===== src/rtl/ps2_host_tx.sv =====
// rtl/ps2_host_tx.sv - PS/2 host-to-device command byte transmitter
// Inhibits the bus, issues request-to-send, then shifts a byte out on device-generated clock edges.
module ps2_host_tx #(
  parameter int INHIBIT_CYCLES = 5000,
  parameter int TIMEOUT_CYCLES = 1000000
) (
  input  logic       clk,
  input  logic       reset,
  input  logic       start,
  input  logic [7:0] data_in,
  input  logic       ps2_clk_in,
  input  logic       ps2_data_in,
  output logic       ps2_clk_low,
  output logic       ps2_data_low,
  output logic       busy,
  output logic       done,
  output logic       error
);

  localparam int INH_W = $clog2(INHIBIT_CYCLES + 1);
  localparam int TMO_W = $clog2(TIMEOUT_CYCLES + 1);
  localparam logic [INH_W-1:0] INH_LAST = INH_W'(INHIBIT_CYCLES - 1);
  localparam logic [TMO_W-1:0] TMO_LAST = TMO_W'(TIMEOUT_CYCLES - 1);
  localparam logic [TMO_W-1:0] TMO_MAX  = TMO_W'(TIMEOUT_CYCLES);

  typedef enum logic [2:0] {
    IDLE, INHIBIT, RTS, DATA, PARITY, STOP, ACK, WAIT_IDLE
  } state_t;

  state_t           state_q, state_d;
  logic [7:0]       data_q, data_d;
  logic             parity_q, parity_d;
  logic [2:0]       bit_cnt_q, bit_cnt_d;
  logic [INH_W-1:0] inh_cnt_q, inh_cnt_d;
  logic [TMO_W-1:0] tmo_cnt_q, tmo_cnt_d;
  logic             clk_low_q, clk_low_d;
  logic             data_low_q, data_low_d;
  logic             busy_q, busy_d;
  logic             done_q, done_d;
  logic             error_q, error_d;
  logic             clk_s1_q, clk_s1_d, clk_s2_q, clk_s2_d, clk_s3_q, clk_s3_d;
  logic             data_s1_q, data_s1_d, data_s2_q, data_s2_d;

  logic ps2_fall;
  logic active;

  // clk_s3_q is the previous synchronized clock sample, used only for edge detection
  assign ps2_fall = clk_s3_q & ~clk_s2_q;
  assign active   = (state_q == DATA) || (state_q == PARITY) || (state_q == STOP) ||
                    (state_q == ACK)  || (state_q == WAIT_IDLE);

  always_comb begin
    clk_s1_d   = ps2_clk_in;
    clk_s2_d   = clk_s1_q;
    clk_s3_d   = clk_s2_q;
    data_s1_d  = ps2_data_in;
    data_s2_d  = data_s1_q;
    state_d    = state_q;
    data_d     = data_q;
    parity_d   = parity_q;
    bit_cnt_d  = bit_cnt_q;
    inh_cnt_d  = inh_cnt_q;
    tmo_cnt_d  = tmo_cnt_q;
    clk_low_d  = clk_low_q;
    data_low_d = data_low_q;
    busy_d     = busy_q;
    done_d     = 1'b0;
    error_d    = 1'b0;

    if (active && (tmo_cnt_q != TMO_MAX)) begin
      tmo_cnt_d = tmo_cnt_q + 1'b1;
    end

    case (state_q)
      IDLE: begin
        clk_low_d  = 1'b0;
        data_low_d = 1'b0;
        busy_d     = 1'b0;
        if (start) begin
          data_d    = data_in;
          parity_d  = ~^data_in;
          bit_cnt_d = '0;
          inh_cnt_d = '0;
          tmo_cnt_d = '0;
          clk_low_d = 1'b1;
          busy_d    = 1'b1;
          state_d   = INHIBIT;
        end
      end
      INHIBIT: begin
        inh_cnt_d = inh_cnt_q + 1'b1;
        if (inh_cnt_q == INH_LAST) begin
          data_low_d = 1'b1;
          state_d    = RTS;
        end
      end
      RTS: begin
        clk_low_d = 1'b0;
        tmo_cnt_d = '0;
        state_d   = DATA;
      end
      DATA: begin
        if (ps2_fall) begin
          data_low_d = ~data_q[bit_cnt_q];
          bit_cnt_d  = bit_cnt_q + 1'b1;
          if (bit_cnt_q == 3'd7) begin
            state_d = PARITY;
          end
        end
      end
      PARITY: begin
        if (ps2_fall) begin
          data_low_d = ~parity_q;
          state_d    = STOP;
        end
      end
      STOP: begin
        if (ps2_fall) begin
          data_low_d = 1'b0;
          state_d    = ACK;
        end
      end
      ACK: begin
        if (ps2_fall) begin
          if (!data_s2_q) begin
            state_d = WAIT_IDLE;
          end else begin
            error_d = 1'b1;
            busy_d  = 1'b0;
            state_d = IDLE;
          end
        end
      end
      WAIT_IDLE: begin
        if (clk_s2_q && data_s2_q) begin
          done_d  = 1'b1;
          busy_d  = 1'b0;
          state_d = IDLE;
        end
      end
      default: state_d = IDLE;
    endcase

    // Timeout overrides any same-cycle completion so done and error stay exclusive
    if (active && (tmo_cnt_q >= TMO_LAST)) begin
      state_d    = IDLE;
      clk_low_d  = 1'b0;
      data_low_d = 1'b0;
      busy_d     = 1'b0;
      done_d     = 1'b0;
      error_d    = 1'b1;
    end
  end

  always_ff @(posedge clk) begin
    if (reset) begin
      state_q    <= IDLE;
      data_q     <= '0;
      parity_q   <= 1'b0;
      bit_cnt_q  <= '0;
      inh_cnt_q  <= '0;
      tmo_cnt_q  <= '0;
      clk_low_q  <= 1'b0;
      data_low_q <= 1'b0;
      busy_q     <= 1'b0;
      done_q     <= 1'b0;
      error_q    <= 1'b0;
      clk_s1_q   <= 1'b1;
      clk_s2_q   <= 1'b1;
      clk_s3_q   <= 1'b1;
      data_s1_q  <= 1'b1;
      data_s2_q  <= 1'b1;
    end else begin
      state_q    <= state_d;
      data_q     <= data_d;
      parity_q   <= parity_d;
      bit_cnt_q  <= bit_cnt_d;
      inh_cnt_q  <= inh_cnt_d;
      tmo_cnt_q  <= tmo_cnt_d;
      clk_low_q  <= clk_low_d;
      data_low_q <= data_low_d;
      busy_q     <= busy_d;
      done_q     <= done_d;
      error_q    <= error_d;
      clk_s1_q   <= clk_s1_d;
      clk_s2_q   <= clk_s2_d;
      clk_s3_q   <= clk_s3_d;
      data_s1_q  <= data_s1_d;
      data_s2_q  <= data_s2_d;
    end
  end

  assign ps2_clk_low  = clk_low_q;
  assign ps2_data_low = data_low_q;
  assign busy         = busy_q;
  assign done         = done_q;
  assign error        = error_q;

endmodule


===== config.mk =====
export PLATFORM = sky130hd
export DESIGN_NAME = ps2_host_tx
export DESIGN_NICKNAME = d
export VERILOG_FILES = /design/src/rtl/ps2_host_tx.sv
export SDC_FILE = /design/constraint.sdc
export NUM_CORES = 1
export LEC_CHECK = 0
export CORE_UTILIZATION = 40
export CTS_BUF_LIST = sky130_fd_sc_hd__clkbuf_4
export DETAILED_ROUTE_END_ITERATION = 12
export GPL_TIMING_DRIVEN = 0
export PLACE_DENSITY = 0.54
export SYNTH_ARGS = -nofsm -noshare
export SYNTH_HDL_FRONTEND = slang
export SYNTH_SLANG_ARGS = --single-unit

===== constraint.sdc =====
create_clock -name clk -period 4.36 [get_ports clk]
set_input_delay 1.308 -clock clk [delete_from_list [all_inputs] [get_ports clk]]
set_output_delay 1.308 -clock clk [all_outputs]
set_load 0.03 [all_outputs]

==> key figures <==
Synthesis
  • Synth Instances: 343
  • Synth top area share: 0.387
  • Post-synth EDFFs: 0
  • Commonest cells post-synth: dfxtp_1, nand2_1, nor2_1, a21oi_1, nand3_1
  • FFs w/ async S/R, synth: 0
  • Synthesis warning total: 0
  • Dominant cells by area after synthesis: dfxtp_1, nand2_1, a21oi_1
  • Mean Syn Cell Area: 8.75 sq um
  • Yosys top cell by area: dfxtp_1
  • Cell with the most instances after synthesis: dfxtp_1
  • Top FF cell, synth: dfxtp_1
  • Synthesized cell area: 3000 sq um
  • Synthesized Nets: 361
  • Distinct cells, synth: 62
  • Seq cells post-synth: 58
  • Post-synthesis sequential area ratio: 0.387

Die
  • Core area: 7250 sq um
  • Row count: 31
  • Initial Util: 0.414
  • Die Y: 88.6 microns
  • Boundary pin count: 18
  • Die Area: 7850 sq um
  • Die width: 88.6 microns

Finish
  • Layout cell share with drive strength beyond 1: 0.131
  • Synthesis-to-layout area growth: 13.1%
  • Post-route cell area: 3390 sq um
  • Final Net Count: 388
  • Antenna diodes: 0
  • Fin cells: 474

STA
  • TNS Setup: 0 ns
  • Crit share post-route: 0.671
  • Final hold slack: 0.419 ns
  • Final WS setup: 1.43 ns
  • Fmax: 342 MHz
  • Hold Vio Cnt, Final: 0
  • Max-slew violations: 0
  • Max-slew headroom: 0.638
  • Worst slew pin tran: 0.539 ns
  • Unrepaired setup endpoints after global routing: no
  • Final min period: 2.93 ns
  • Final setup fails: 0
  • Clock Skew: 0.0132 ns

Place
  • Pre-CTS WS: 0.926 ns
  • Hpwl dp: 4550 microns
  • Placed inst area: 3280 sq um
  • Routability congestion estimate: 0.823
  • # port buffers: 16
  • Cells after DPL: 458

Global routing
  • Vias in the first global route: 2,196
  • First-pass GRT wire length: 10,900 microns
  • M2 GR Usage: 0.265
  • Remaining Overflow, GRT: 0
  • Total track usage: 0.184
  • M3 GR Usage: 0.0326
  • Initial antenna violation count: 0
  • Grt peak-use layer: met2
  • Met1 Usage GRT: 0.261
  • Pin count of the biggest net entering global routing: 11

Pwr
  • Worst VDD drop: 0.000195 V
  • Pwr/cell area: 480 nW/um^2
  • Comb pwr share: 0.412
  • Internal power: 0.000999 W
  • Clock power frac: 0.205
  • Switching power: 0.000630 W
  • Sw Ratio: 0.387
  • Flop pwr share: 0.383
  • Static Leak: 1.17 nW

Hold path
  • Worst Hold Class: reg -> reg

Clock network
  • Resize count post-CTS: 0
  • Clock root buffer: clkbuf_4
  • Clock transition at path regs: 0.09 ns
  • Maximum clock path buffer count: 2
  • TritonCTS buffer count: 9
  • Hold-fix buffers, CTS: 0
  • Sink count of the clock tree: 58
  • CTS tree: done
  • Post-CTS setup buffer count: 0
  • Clk_lat worst skew: 0.41 ns
  • H-tree levels: 3

Route
  • Final antenna-violating net count: 0
  • Routed WL: 6380 microns
  • DR vias: 2,513
  • First drt pass iteration count: 4
  • DRC: 0
  • DR iter-0 viols: 150
  • Avg WL per Cell: 13.5 microns
  • DR vias/cell: 5.30

Worst setup path
  • Critical Path RT: 4.65 ns
  • Startpoint types: primary input
  • CP max stage delay: 0.56 ns
  • CP cell instances: clkdlybuf4s50_1 -> nor2_1 -> nor3_1 -> or2_0 -> clkbuf_1 -> clkbuf_1 -> nor2_1
  • Crit-path slowest cell: clkdlybuf4s50_1
  • Crit-path max FO: 10
  • Crit Path Category: in -> reg
  • Crit. End Element: flop
  • Critical path arrival: 3.21 ns

Flow run
  • Max Cap Viol: 0

Status
  • Status: finished, final reports clean
-- per-layer routing --
metal  routed length (microns)  share of wire
met5                         0              0
met4                       131          0.021
met3                       218          0.034
met2                      2780           0.44
met1                      3250           0.51
-- worst paths after layout --
check | depth (start not counted) | start | endpoint | slack [ns]
hold / removal | 1 | clk_s1_q$_SDFF_PP1_ | clk_s2_q$_SDFF_PP1_ | 0.42
setup / recovery | 7 | start | tmo_cnt_q[0]$_SDFF_PP0_ | 1.43
setup reg to reg | 7 | state_q[1]$_SDFFE_PP0P_ | tmo_cnt_q[0]$_SDFF_PP0_ | 2.38
hold reg to reg | 1 | clk_s1_q$_SDFF_PP1_ | clk_s2_q$_SDFF_PP1_ | 0.42
-- kinds of logic (layout without fill, tap and decap cells) --
group | count (synthesis) | in the layout | synth area share
compound gates | 70 | 70 | 0.152
flops | 58 | 58 | 0.387
simple gates | 159 | 159 | 0.293
fa+ha+maj | 5 | 5 | 0.0209
mux | 8 | 8 | 0.0359
xor+xnor | 17 | 17 | 0.0496
buf+inv | 26 | 58 | 0.0613
-- per-stage QoR --
step                       util  total power [W]
after global routing      0.468          0.00174
final                     0.468          0.00163
after CTS                 0.468          0.00164
after floorplan               -          0.00114
after global placement    0.453          0.00130
after detailed placement  0.453          0.00130
-- layout by cell type (no fill, tap or decap), types with 7 or more instances in the layout --
| cell type | netlist | routed |
|---|---|---|
| dfxtp_1 | 58 | 58 |
| nand2_1 | 42 | 42 |
| nor2_1 | 37 | 37 |
| a21oi_1 | 28 | 28 |
| nand3_1 | 16 | 16 |
| clkdlybuf4s50_1 | 0 | 16 |
| xnor2_1 | 13 | 13 |
| clkbuf_4 | 0 | 12 |
| inv_1 | 9 | 9 |
| nor3_1 | 9 | 9 |
| o21ai_0 | 9 | 9 |
| clkbuf_8 | 7 | 7 |
| clkbuf_1 | 7 | 7 |
| or2_2 | 7 | 7 |
-- critical path: cells and delay by family --
family	cells	cell delay (ns)
buffers and inverters	3	1.41
AND/OR/NAND/NOR	4	0.50
-- sequential cells by signal, summed over array words and instances, names as in the netlist, 3 cells and up --
| register | cells |
|---|---|
| tmo_cnt_q | 20 |
| data_q | 8 |
| bit_cnt_q | 3 |
| state_q | 3 |
| inh_cnt_q | 13 |
-- power groups by stage --
stage	Clock, W	Sequential, W	Combinational [W]
after floorplan	0	0.000655	0.000488
after global routing	0.000367	0.000631	0.000744
final	0.000334	0.000623	0.000671
after detailed placement	0	0.000636	0.000669
after CTS	0.000344	0.000624	0.000671
after global placement	0	0.000636	0.000668
-- cell type report --
| type | instances | area, sq um |
|---|---|---|
| plain buffers | 17 | 150 |
| clock buffers | 12 | 90.1 |
| clock inverters | 4 | 18.8 |
| fillers | 743 | 3860 |
| inverters | 9 | 33.8 |
| multi-input cells | 259 | 1660 |
| flip-flops and latches | 58 | 1160 |
| well taps | 99 | 124 |
| repair buffers | 16 | 160 |
Note: power is estimated with default switching activity, not from simulation.
